**src/rtl/cic_decimator.sv**
```systemverilog
// cic_decimator: N-stage CIC decimator with run-time rate, rounding shift and output saturation.
module cic_decimator #(
  parameter int dsz = 14,
  parameter int osz = 16,
  parameter int N   = 4,
  parameter int rsz = 8
) (
  input  logic                  clk,
  input  logic                  reset,
  input  logic                  ena,
  input  logic signed [dsz-1:0] in,
  input  logic [rsz-1:0]        rate,
  input  logic [5:0]            shift,
  output logic signed [osz-1:0] out,
  output logic                  out_valid
);
  localparam int asz = dsz + N * rsz;
  localparam logic signed [asz:0] hi = (asz+1)'(2 ** (osz - 1) - 1);
  localparam logic signed [asz:0] lo = (asz+1)'(-(2 ** (osz - 1)));
  logic signed [asz-1:0] integ [N];
  logic signed [asz-1:0] dly [N];
  logic signed [asz-1:0] comb [N];
  logic signed [asz-1:0] samp;
  logic signed [asz:0]   y, rnd, ce;
  logic [N-1:0]          cv;
  logic                  sv, yv, cap;
  logic [rsz-1:0]        cnt;
  logic [5:0]            sh;
  // >= rather than == so a rate lowered below cnt wraps on the next accepted sample
  always_comb begin
    cap = ena && cnt >= rate;
    sh  = shift > 6'(asz - osz) ? 6'(asz - osz) : shift;
    rnd = sh == 6'd0 ? '0 : (asz+1)'(1) << (sh - 6'd1);
    ce  = (asz+1)'(comb[N-1]);
  end
  always_ff @(posedge clk)
    if (reset) begin
      for (int k = 0; k < N; k++) begin
        integ[k] <= '0;
        dly[k]   <= '0;
        comb[k]  <= '0;
      end
      samp      <= '0;
      cnt       <= '0;
      cv        <= '0;
      sv        <= 1'b0;
      yv        <= 1'b0;
      y         <= '0;
      out       <= '0;
      out_valid <= 1'b0;
    end else begin
      if (ena) begin
        integ[0] <= integ[0] + asz'(in);
        for (int k = 1; k < N; k++) integ[k] <= integ[k] + integ[k-1];
        cnt <= cap ? '0 : cnt + 1'b1;
      end
      if (cap) samp <= integ[N-1];
      sv <= cap;
      if (sv) begin
        comb[0] <= samp - dly[0];
        dly[0]  <= samp;
      end
      for (int k = 1; k < N; k++)
        if (cv[k-1]) begin
          comb[k] <= comb[k-1] - dly[k];
          dly[k]  <= comb[k-1];
        end
      cv <= {cv[N-2:0], sv};
      if (cv[N-1]) y <= (ce + rnd) >>> sh;
      yv <= cv[N-1];
      if (yv) out <= y > hi ? hi[osz-1:0] : y < lo ? lo[osz-1:0] : y[osz-1:0];
      out_valid <= yv;
    end
endmodule

```
**config.mk**
```make
export PLATFORM = sky130hd
export DESIGN_NAME = cic_decimator
export DESIGN_NICKNAME = d
export VERILOG_FILES = /design/src/rtl/cic_decimator.sv
export SDC_FILE = /design/constraint.sdc
export NUM_CORES = 2
export LEC_CHECK = 0
export ABC_AREA = 1
export CORE_UTILIZATION = 60
export CTS_CLUSTER_DIAMETER = 60
export DETAILED_ROUTE_END_ITERATION = 8
export HOLD_SLACK_MARGIN = 0.1
export PLACE_DENSITY = 0.76
export SLEW_MARGIN = 10
export SYNTH_ARGS = -nofsm -noshare
export SYNTH_HDL_FRONTEND = slang
export SYNTH_SLANG_ARGS = --single-unit
```
**constraint.sdc**
```tcl
create_clock -name clk -period 8 [get_ports clk]
set_input_delay 1.6 -clock clk [delete_from_list [all_inputs] [get_ports clk]]
set_output_delay 1.6 -clock clk [all_outputs]
set_load 0.03 [all_outputs]
```
==> flow_metrics.tcl <==
set metrics [dict create \
    status "finished clean" \
    critPathSlowestCell "a21oi_2" \
    dr.pass1.iters 7 \
    grt_pass1_vias 47150 \
    dieArea_mm2 0.08904 \
    cp_max_fo 51 \
    clock.fmax_ghz 0.1603 \
    use_met2_pct 57.44 \
    tightest_slew_ns 1.191 \
    use_met3_pct 4.864 \
    yosys_warnings 0 \
    synth_area_mm2 0.05271 \
    dp_hpwl_um 122000 \
    place_worst_setup_slack_ns 1.147 \
    cts_made_buffers 85 \
    post_cts_resized 0 \
    final_nets 7823 \
    num_rows 108 \
    grt_busiest_layer "met2" \
    grt_pass1_wl_um 251400 \
    synth_edf_count 552 \
    rsz0062_at_grt "false" \
    clk-insertion-delay-late_ns 0.69 \
    antenna_found_initial 3 \
    fin_crit_ns 6.239 \
    grt_max_degree 123 \
    clock_skew_ns 0.03047 \
    relSlewSlack_pct 20.62 \
    final_util_pct 66.14 \
    root_buffer "clkbuf_16" \
    setup_viol 0 \
    htree_levels 3 \
    timing.final.max_slew_violations 0 \
    ys.flop_type "edfxtp_1" \
    wl_um 159800 \
    place_area_mm2 0.05447 \
    io_buffers 47 \
    initial_core_util_pct 60.66 \
    p_leak_nw 26.52 \
    track_usage_pct 35.27 \
    setup_ws_ns 1.761 \
    synth_cells 7322 \
    use_met1_pct 48.13 \
    max_stage_delay_ns 0.70 \
    hold_ws_ns 0.4596 \
    crit_path_frequent_cell "inv_1" \
    ys_async_sr_fraction_pct 0 \
    powerDensity_mw_per_mm2 180.8 \
    vias 50670 \
    dr.first_iter.drc_count 5038 \
    power_mw 10.39 \
    syn_avg_cell_area_um2 7.199 \
    min_path_type "reg -> reg" \
    cts_tree "built" \
    crit_type "in -> reg" \
    start_kind "input pin" \
    areaGrowthSynthToFinish_pct 9.037 \
    io_pins 48 \
    clock_path_buffers 3 \
    path_clk_slew_ns 0.06 \
    placedCellCount 8436 \
    core_mm2 0.08689 \
    cts_sinks 676 \
    drv_cap 0 \
    ys_ff_latch 676 \
    required_ns 8.52 \
    finalCritPeriodShare_pct 77.98 \
    drc 0 \
    ir_drop_v 0.0001717 \
    place.gp.congestion 1.033 \
    postCtsSetupBuffers 0 \
    grt.overflow.total 0 \
    finalInstanceArea_mm2 0.05747 \
    die_w_um 298.4 \
    fin_setup_tns_ns 0 \
    ys_seq_area_share_pct 36.16 \
    layout-drive-gt1-share_pct 4.074 \
    hold_viol 0 \
    synth_cell_types 66 \
    layout_commonest_cell "nand2_1" \
    ant_nets 0 \
    wl_per_cell_um 18.59 \
    ctsHoldBuffers 0 \
    via_per_inst 5.897 \
    final_cell_mix "nand2_1 (1306), inv_1 (1207), a21oi_1 (924)" \
    layoutNonFillerInstCount 8593 \
    arrival_ns 6.76 \
    die_h_um 298.4 \
    critPathCaptureType "register" \
]
-- registers in the layout, indices dropped and copies added, names as in the netlist --
signal / count
comb: 184
dly: 184
integ: 184
y: 47
samp: 46
out: 16
cnt: 8
cv: 4
out_valid: 1
sv: 1
yv: 1
-- logic make-up after synthesis --
family,Yosys count,synth area share [%]
flip-flops,676,36.16
XOR/XNOR,27,0.4487
buffers and inverters,1367,9.813
adder cells (fa/ha/maj),424,10.19
AND/OR/NAND/NOR,2868,22.82
AO/OA/AOI/OAI,1959,20.56
other,1,0.007115
-- Yosys cell counts, drive strengths merged, types with 2 or more instances --
cell type     n  area, um^2
nor2        853        3264
a31o          5       43.79
nand2      1335        5071
nor3         64       340.3
nand4        69       437.9
dfxtp       124        2482
xnor2         9       78.83
buf          38       182.7
xor2         18       157.7
a31oi        96       600.6
edfxtp      552       16580
o211a         4       40.04
o211ai       31       232.7
o221ai        9       78.83
nor4         35       225.2
inv        1226        4602
and3         10       62.56
o221a         4       45.04
a221oi        5       43.79
a21o         11       82.58
a211oi        9       67.56
ha          415        5192
clkbuf      101       380.4
and2          3       18.77
o311ai        3       26.28
nand3       470        2402
a21boi       13       101.3
o2111ai      12       105.1
o21bai       31       232.7
clkinv        2       7.510
o21a        150        1126
a21oi       935        4721
o21ai       626        3163
or2          11       68.82
nand3b       17       127.6
o31ai        10       85.08
fa            9       180.2
-- critical path, delay by kind of cell --
kind	cells	cell delay [ns]
AOI/OAI and AO/OA	3	1.07
and+or+nand+nor	13	1.62
adders and majority gates	2	0.69
buffers and inverters	8	1.73
-- final timing paths --
kind | cells after the start | slack [ns] | to | startpoint
worst max-delay path | 26 | 1.76 | y[31]$_SDFFE_PP0P_ | shift[3]
worst min-delay path | 2 | 0.46 | out[15]$_SDFFE_PP0P_ | out[15]$_SDFFE_PP0P_
worst max register to register | 17 | 4.32 | integ[0][38]$_SDFFCE_PN0P_ | integ[0][0]$_SDFFCE_PN0P_
worst min register to register | 2 | 0.46 | out[15]$_SDFFE_PP0P_ | out[15]$_SDFFE_PP0P_
-- area by class of cell --
| type | instances | area (um^2) |
|---|---|---|
| inverter | 1228 | 4609 |
| tap | 1155 | 1445 |
| multi-input combinational | 5294 | 28610 |
| clock inverter | 45 | 606.8 |
| timing repair buffer | 83 | 748.2 |
| antenna | 1 | 2.502 |
| clock buffer | 111 | 2395 |
| fill | 7808 | 29420 |
| sequential | 676 | 19060 |
-- power breakdown --
part	total, mW	switching (mW)	internal [mW]	leakage (nW)
Combinational	2.16	1.49	0.666	18.3
Sequential	4.15	0.149	4.00	6.83
Clock	4.08	1.65	2.43	1.44
-- layer usage --
| layer | vias to the layer above | wire length [um] |
|---|---|---|
| met1 | 23250 | 69070 |
| met2 | 2114 | 72540 |
| met3 | 340 | 12970 |
| met5 | - | 0 |
| met4 | 0 | 5183 |
| li1 | 24970 | - |
Note: power is estimated with default switching activity, not from simulation.
